==> config.mk <==
export PLATFORM = sky130hd
export DESIGN_NAME = fifo_wr_packer
export DESIGN_NICKNAME = d
export VERILOG_FILES = /design/src/rtl/fifo_wr_packer.sv
export SDC_FILE = /design/constraint.sdc
export NUM_CORES = 1
export LEC_CHECK = 0
export CAP_MARGIN = 20
export CORE_MARGIN = 2
export CORE_UTILIZATION = 55
export CTS_CLUSTER_DIAMETER = 100
export CTS_CLUSTER_SIZE = 40
export DETAILED_ROUTE_END_ITERATION = 8
export PLACE_DENSITY = 0.84
export SLEW_MARGIN = 10
export SYNTH_ARGS = -nofsm -noshare
export SYNTH_HDL_FRONTEND = slang
export SYNTH_SLANG_ARGS = --single-unit
==> constraint.sdc <==
create_clock -name clk1 -period 3.9 [get_ports clk1]
set_clock_uncertainty 0.2 [all_clocks]
set_input_delay 0.78 -clock clk1 [delete_from_list [all_inputs] [get_ports clk1]]
set_output_delay 0.78 -clock clk1 [all_outputs]
set_load 0.01 [all_outputs]
==> src/rtl/fifo_wr_packer.sv <==
// fifo_wr_packer: packs a valid/ready byte stream little-endian into 32-bit
// words for the write side of the dual-clock FIFO. Short tail words are padded
// with PAD_BYTE. At most one finished word waits for the FIFO, so fifo_full
// back-pressures the byte stream directly.
// Optional build macro PACKER_STATS_EN adds word/packet counters (word_cnt,
// pkt_cnt) and the CNT_W parameter.
module fifo_wr_packer #(
    parameter logic [7:0]  PAD_BYTE = 8'h00
`ifdef PACKER_STATS_EN
    ,
    parameter int unsigned CNT_W    = 16
`endif
) (
    input  logic             clk1,
    input  logic             rst,
    input  logic [7:0]       in_data,
    input  logic             in_valid,
    input  logic             in_last,
    output logic             in_ready,
    input  logic             fifo_full,
    output logic             wrt,
    output logic [31:0]      data_out
`ifdef PACKER_STATS_EN
    ,
    output logic [CNT_W-1:0] word_cnt,
    output logic [CNT_W-1:0] pkt_cnt
`endif
);

    localparam int unsigned BYTE_W = 8;
    localparam int unsigned LANES  = 4;
    localparam int unsigned WORD_W = BYTE_W * LANES;

    logic [WORD_W-1:0] asm_q, asm_d;
    logic [WORD_W-1:0] data_q, data_d;
    logic [1:0]        lane_q, lane_d;
    logic              pend_q, pend_d;
    logic [WORD_W-1:0] merged;
    logic              acc;
    logic              word_done;

    // Handshake and write strobe are combinational on the single pending slot
    assign in_ready  = ~pend_q | ~fifo_full;
    assign wrt       = pend_q & ~fifo_full;
    assign data_out  = data_q;
    assign acc       = in_valid & in_ready;
    assign word_done = acc & ((lane_q == 2'd3) | in_last);

    // Current byte merged into the assembly word, higher lanes padded
    always_comb begin
        merged = asm_q;
        for (int i = 0; i < int'(LANES); i++) begin
            if (2'(i) == lane_q) begin
                merged[BYTE_W*i +: BYTE_W] = in_data;
            end else if (2'(i) > lane_q) begin
                merged[BYTE_W*i +: BYTE_W] = PAD_BYTE;
            end
        end
    end

    // Next-state: lane advance, word completion and pending-slot handover
    always_comb begin
        asm_d  = asm_q;
        data_d = data_q;
        lane_d = lane_q;
        pend_d = pend_q;
        if (wrt) begin
            pend_d = 1'b0;
        end
        if (word_done) begin
            data_d = merged;
            pend_d = 1'b1;
            lane_d = 2'd0;
            asm_d  = {LANES{PAD_BYTE}};
        end else if (acc) begin
            asm_d  = merged;
            lane_d = lane_q + 2'd1;
        end
    end

    // State registers, synchronous reset discards partial and pending words
    always_ff @(posedge clk1) begin
        if (rst) begin
            asm_q  <= '0;
            data_q <= '0;
            lane_q <= '0;
            pend_q <= 1'b0;
        end else begin
            asm_q  <= asm_d;
            data_q <= data_d;
            lane_q <= lane_d;
            pend_q <= pend_d;
        end
    end

`ifdef PACKER_STATS_EN
    logic [CNT_W-1:0] word_cnt_q, word_cnt_d;
    logic [CNT_W-1:0] pkt_cnt_q, pkt_cnt_d;

    // Free-running wrap-around counters of written words and finished packets
    always_comb begin
        word_cnt_d = word_cnt_q + CNT_W'(wrt);
        pkt_cnt_d  = pkt_cnt_q + CNT_W'(acc & in_last);
    end

    // Counter registers
    always_ff @(posedge clk1) begin
        if (rst) begin
            word_cnt_q <= '0;
            pkt_cnt_q  <= '0;
        end else begin
            word_cnt_q <= word_cnt_d;
            pkt_cnt_q  <= pkt_cnt_d;
        end
    end

    assign word_cnt = word_cnt_q;
    assign pkt_cnt  = pkt_cnt_q;
`endif

endmodule

[After elaboration in Yosys (flattened, before gate mapping)]
Cells that the tools add are included.
Word-level totals
  input bits: 13
  logic and storage cells: 33
  bits in registers: 67
  output and inout bits: 34
Cells by class
  reduce and logical (&&, ||, !) cells: 3
  multiplexer cells: 10
  $add $sub $neg: 1
  equal/unequal tests: 4
  order comparisons: 4
  bitwise gates (word level): 7
Operators with widths (number)
  $mux 8: 8
  $eq 2x2->1 const A: 2
  $gt 1x2->1 const A: 2
  $gt 2x2->1 const A: 2
  $and 1x1->1: 3
  $add 2x1->2 const B: 1
  $eq 1x2->1 const A: 1
  $eq 2x2->1 const B: 1
  $logic_not 2->1: 1
  $mux 1: 2
  $not 1->1: 2
  $or 1x1->1: 2
  $reduce_bool 2->1: 1
  $reduce_or 2->1: 1

[Logic depth before layout (Yosys ltp)]
Gate-level depths: netlist of the first run.
  depth after elaboration: 5
  gate-level depth with buffers: 7
  gate-level depth less buffers: 5

[Worst setup path after synthesis of the first run]
No wires, ideal clock.
  path kind: input -> register
  from: input port in_valid
  to: register asm_q[13]
  buffers on the path: 2
  data required time: 3632 ps
  cell stages on the path: 5
  library setup time: 68 ps
  slack: 1909 ps
  arrival time: 1723 ps
  path through: a21bo_1 or3_1 buf_6 buf_12 o2bb2ai_2
On the way
  word-level cells in the longest chain between the ends: 3
Ends and longest elaborated chain
  start, declared: RTL line 17  | input logic in_valid,
  $and 1x1->1 *: RTL line 46  | assign acc = in_valid & in_ready;
  $and 1x1->1: RTL line 47  | assign word_done = acc & ((lane_q == 2'd3) | in_last);
  $reduce_or 2->1 (no source line)
  end signal, assigned: RTL line 89  | asm_q <= asm_d;
  end, declared: RTL line 34  | logic [WORD_W-1:0] asm_q, asm_d;
Every way passes the cells marked *; elsewhere a longest branch is shown, timed or not.
A chain may end at the register's enable or synchronous reset.

[Worst setup path in the final report of the first run]
  from: input port fifo_full
  to: output port wrt
On the way
  word-level cells in the longest chain between the ends: 2
Ends and longest elaborated chain
  start, declared: RTL line 20  | input logic fifo_full,
  $not 1->1: RTL line 44  | assign wrt = pend_q & ~fifo_full;
  $and 1x1->1: RTL line 44
  end, declared: RTL line 21  | output logic wrt,
Every way passes these cells.

==> flow_summary.ini, run 1 <==
[critical_path]
reg2reg_depth = 5
crit_family = buffers and inverters
max_stage_delay_ns = 0.52
crit_buf_inv = 2
slowest_stage = clkdlybuf4s50_1
cp.arrival_ns = 1.98
cp_max_fo = 4
crit_type = in2out
reg2reg_to = asm_q[7]
worstSetupStartpointType = input pin
end_kind = output port
cp_common_cell = clkdlybuf4s50_1
required_ns = 2.92
cp_cell_sequence = clkdlybuf4s50_1, and2b_1, clkdlybuf4s50_1
r2r_slack_ns = 1.49
reg2reg_from = lane_q[1]

[synth]
avgSynthCellArea_um2 = 10.5
synthCells = 236
yosysUniqueCellTypes = 29
async_flop_share_pct = 0
synthFlopType = dfxtp_1
synth_top_area_cell = dfxtp_1
synth_edf_count = 0
ys_top_cells_by_area = dfxtp_1 (48%), a21oi_1 (8.7%), o2bb2ai_2 (5.5%), o2bb2ai_1 (5.0%), a211oi_1 (4.9%)
yosys.area.top_type_share_pct = 47.9
synth.cell_area_mm2 = 0.00247
synth-seq-cells = 59
seq_area_frac_synth_pct = 47.9
synth_nets = 253
ys.warnings.count = 0

[hold_path]
hold_path_end = data_out[6]
hp-class = reg2reg
hp-start = data_out[6]
hold_depth = 1

[clocking]
post_cts_buffers = 0
clkLatencyLatePin_ns = 0.33
postCtsResizedCells = 0
cts_inserted_buffers = 9
clock_path_buffers = 2
cts_tree = done
clk_pin_slew_ns = 0.06
numClockSinks = 59
h-tree-depth = 3
hold_buffers = 0
cts-root-buf = clkbuf_8

[timing]
fin_crit_sh_pct = 75.8
slew_headroom_pct = 29.7
fmax_mhz = 338
rsz0062_at_grt = false
final_hold_viol_count = 0
min_period_ns = 2.96
drv_slew = 0
worstMarginPinSlew_ns = 1.05
final.setup.tns_ns = 0
setup_viol = 0
holdWs_ns = 0.260
setup_slack_ns = 0.945

[route]
drt-total-wl_mm = 5.77
antenna_left = 0
drtIter0Drc = 119
wl_per_cell_um = 17.4
first_pass_iters = 4
drc_errors = 0
vias = 2029
vias_per_cell = 6.11

[power]
irDropWorstVdd_mv = 0.255
p_leak_nw = 1.13
powerDensity_mw_per_mm2 = 427
finalPower_mw = 1.31

[placement]
place_area_mm2 = 0.00290
port_buffers = 46
place_inst = 317
place_congestion = 0.810
dpl.hpwl_mm = 3.75
pre_cts_ws_ns = 0.941

[floorplan]
initial_utilization_pct = 57.1
fp.coreArea_mm2 = 0.00432
rows = 24
die_y_um = 71.0
dieArea_mm2 = 0.00504
die_w_um = 71.0
io_pins = 47

[job]
maxCapViolations = 0

[global_routing]
grt_pass1_wl_mm = 9.23
grt.overflow.total = 0
grt_pass1_vias = 1861
grt_usage_pct = 24.2
antenna_found_initial = 0
grt_max_degree = 26

[finish]
num_antenna_cells = 0
drive_above_1_share_pct = 11.4
regArea_mm2 = 0.00118
final_cells = 332
layout.cells.most_common = dfxtp_1
finish.instance_area_mm2 = 0.00308
multi_input_area_mm2 = 0.00115
nNetsFinal = 293
final_util_pct = 71.1
mostFrequentLayoutCells = dfxtp_1 (59), clkdlybuf4s50_1 (46), a21oi_1 (43)
fillers = 333
syn_to_final_growth_pct = 24.6

[status]
status = completed
cell usage after synthesis (8+ instances only):
cell       instances
nor3b_1            8
o2bb2ai_1         14
mux2i_1            8
o2bb2ai_2          9
and3b_1            8
a211oi_1          16
a21oi_1           43
dfxtp_1           59
nand3_1            8
o21ai_0            8
a22o_1             8
clkbuf_1           9
routing by layer:
| layer | share of wire, % | GRT usage, % |
|---|---|---|
| met1 | 43 | 30.9 |
| met4 | 4.8 | 15.5 |
| met2 | 45 | 35.9 |
| met3 | 6.9 | 6.70 |
| met5 | 0 | 0 |
flip-flops by register name, indices dropped and copies added (netlist names):
signal / count
pend_q: 1
lane_q: 2
asm_q: 24
data_out: 32
worst max-delay path by stage:
stage          cells past startpoint        end       from
2_1_floorplan                      5  asm_q[13]   in_valid
3_3_place_gp                       3        wrt  fifo_full
3_5_place_dp                       4  asm_q[11]    in_last
4_1_cts                            3        wrt  fifo_full
5_1_grt                            3        wrt  fifo_full
6_report                           3        wrt  fifo_full
cell type report:
class                           count  area share (%)
Clock buffer                       13            5.49
Inverter                            3           0.366
Clock inverter                      2           0.325
Timing Repair Buffer               50            15.9
Multi-Input combinational cell    153            37.3
Tap cell                           52            2.12
Sequential cell                    59            38.4
power breakdown:
part	switching [mW]	internal, mW	total (mW)
combinational	0.0949	0.0725	0.167
sequential	0.0140	0.626	0.640
clock	0.228	0.277	0.506
kinds of logic (layout without fill, tap and decap cells):
family / count (synthesis) / after routing / share of synthesized area [%]
buf+inv: 24 / 68 / 5.58
compound gates: 103 / 103 / 31.4
flops: 59 / 59 / 47.9
fa+ha+maj: 4 / 4 / 2.03
mux: 8 / 8 / 3.25
simple gates: 38 / 38 / 9.84
Note: power is estimated with default switching activity, not from simulation.
==> run 2, diff against run 1 <==
--- a/config.mk
+++ b/config.mk
@@ -7,11 +7,11 @@
 export LEC_CHECK = 0
 export CAP_MARGIN = 20
 export CORE_MARGIN = 2
-export CORE_UTILIZATION = 55
+export CORE_UTILIZATION = 46
 export CTS_CLUSTER_DIAMETER = 100
 export CTS_CLUSTER_SIZE = 40
 export DETAILED_ROUTE_END_ITERATION = 8
-export PLACE_DENSITY = 0.84
+export PLACE_DENSITY = 0.75
 export SLEW_MARGIN = 10
 export SYNTH_ARGS = -nofsm -noshare
 export SYNTH_HDL_FRONTEND = slang
==> constraint.sdc (replaced) <==
create_clock -name clk1 -period 2.65 [get_ports clk1]
set_clock_uncertainty 0.2 [all_clocks]
set_input_delay 0.53 -clock clk1 [delete_from_list [all_inputs] [get_ports clk1]]
set_output_delay 0.53 -clock clk1 [all_outputs]
set_load 0.01 [all_outputs]
==> flow_summary.ini, run 2 (synthesized netlist as in run 1, its figures left out) <==
[status]
status = completed

[floorplan]
die_y_um = 77.2
rows = 26
io_pins = 47
die_w_um = 77.2
initial_utilization_pct = 48.0
dieArea_mm2 = 0.00597
fp.coreArea_mm2 = 0.00514

[critical_path]
end_kind = output port
required_ns = 1.92
cp_max_fo = 4
cp.arrival_ns = 1.73
crit_type = in2out
worstSetupStartpointType = input pin

[global_routing]
grt.overflow.total = 0
use_met1_pct = 28.9
grt_max_degree = 31
antenna_found_initial = 0
grt_pass1_wl_mm = 9.65
grt_usage_pct = 20.9
grt_pass1_vias = 1895
grt_most_used_layer = met2
use_met3_pct = 3.76
grt_use_met2_pct = 31.2

[route]
vias_per_cell = 5.61
vias = 1991
antenna_left = 0
drc_errors = 0
drt-total-wl_mm = 5.84
drtIter0Drc = 166
first_pass_iters = 4
wl_per_cell_um = 16.5

[placement]
place_inst = 339
dpl.hpwl_mm = 3.80
port_buffers = 46
place_congestion = 0.780

[timing]
fmax_mhz = 406
worstMarginPinSlew_ns = 0.533
final.setup.tns_ns = 0
drv_slew = 0
rsz0062_at_grt = false
final_hold_viol_count = 0
setup_viol = 0
slew_headroom_pct = 64.5
min_period_ns = 2.46
fin_crit_sh_pct = 93.0

[hold_path]
hp-class = reg2reg

[clocking]
clkLatencyLatePin_ns = 0.33
post_cts_buffers = 0
postCtsResizedCells = 0
cts_inserted_buffers = 9
h-tree-depth = 3
hold_buffers = 0
cts-root-buf = clkbuf_8
numClockSinks = 59
cts_tree = done
clock_path_buffers = 2
clk_pin_slew_ns = 0.06

[power]
p_leak_nw = 1.16
finalPower_mw = 2.05
powerDensity_mw_per_mm2 = 646
irDropWorstVdd_mv = 0.323

[job]
maxCapViolations = 0

[finish]
layout.cells.most_common = dfxtp_1
multi_input_area_mm2 = 0.00115
final_util_pct = 61.8
mostFrequentLayoutCells = dfxtp_1 (59), clkdlybuf4s50_1 (46), a21oi_1 (43)
syn_to_final_growth_pct = 28.7
nNetsFinal = 297
largest_reg_flops = 32
fillers = 462
regArea_mm2 = 0.00118
final_cells = 355
drive_above_1_share_pct = 13.3
num_antenna_cells = 0
## run 2: power breakdown
part / total (mW) / switching (mW) / internal [mW]
registers: 0.942 / 0.0203 / 0.921
clock network: 0.855 / 0.348 / 0.507
logic: 0.255 / 0.141 / 0.113
total: 2.05 / 0.509 / 1.54
## run 2: routing by layer
layer	part of all wire, %	vias up
met2	46	68
met3	6.5	4
met5	0	-
met4	1.4	0
met1	46	947
li1	-	972
## run 2: area by class of cell
| type | count | share of cell area (%) |
|---|---|---|
| flip-flops and latches | 59 | 37.2 |
| multi-input cells | 153 | 36.2 |
| repair buffers | 54 | 16.8 |
| clock buffers | 12 | 5.20 |
| well taps | 70 | 2.76 |
| clock inverters | 4 | 1.50 |
| inverters | 3 | 0.355 |
## run 2: critical path, cell delays in order
cell and delay (ns):
clkdlybuf4s50_1 0.47, and2b_1 0.21, clkdlybuf4s50_1 0.52
## run 2: metrics by stage
stage,instance area [um^2],worst slack [ns],hold slack (ns)
floorplan,2470,0.831,0.224
global placement,2960,0.197,0.236
detailed placement,2960,0.175,0.241
CTS,3170,0.176,0.259
global route,3170,0.102,0.271
finish,3170,0.186,0.257
## run 2: worst paths after layout
kind / start / to / slack (ns) / depth (start not counted)
setup / recovery: fifo_full / wrt / 0.19 / 3
hold / removal: asm_q[8] / asm_q[8] / 0.26 / 1
setup reg to reg: lane_q[1] / asm_q[5] / 0.63 / 6
hold reg to reg: asm_q[8] / asm_q[8] / 0.26 / 1
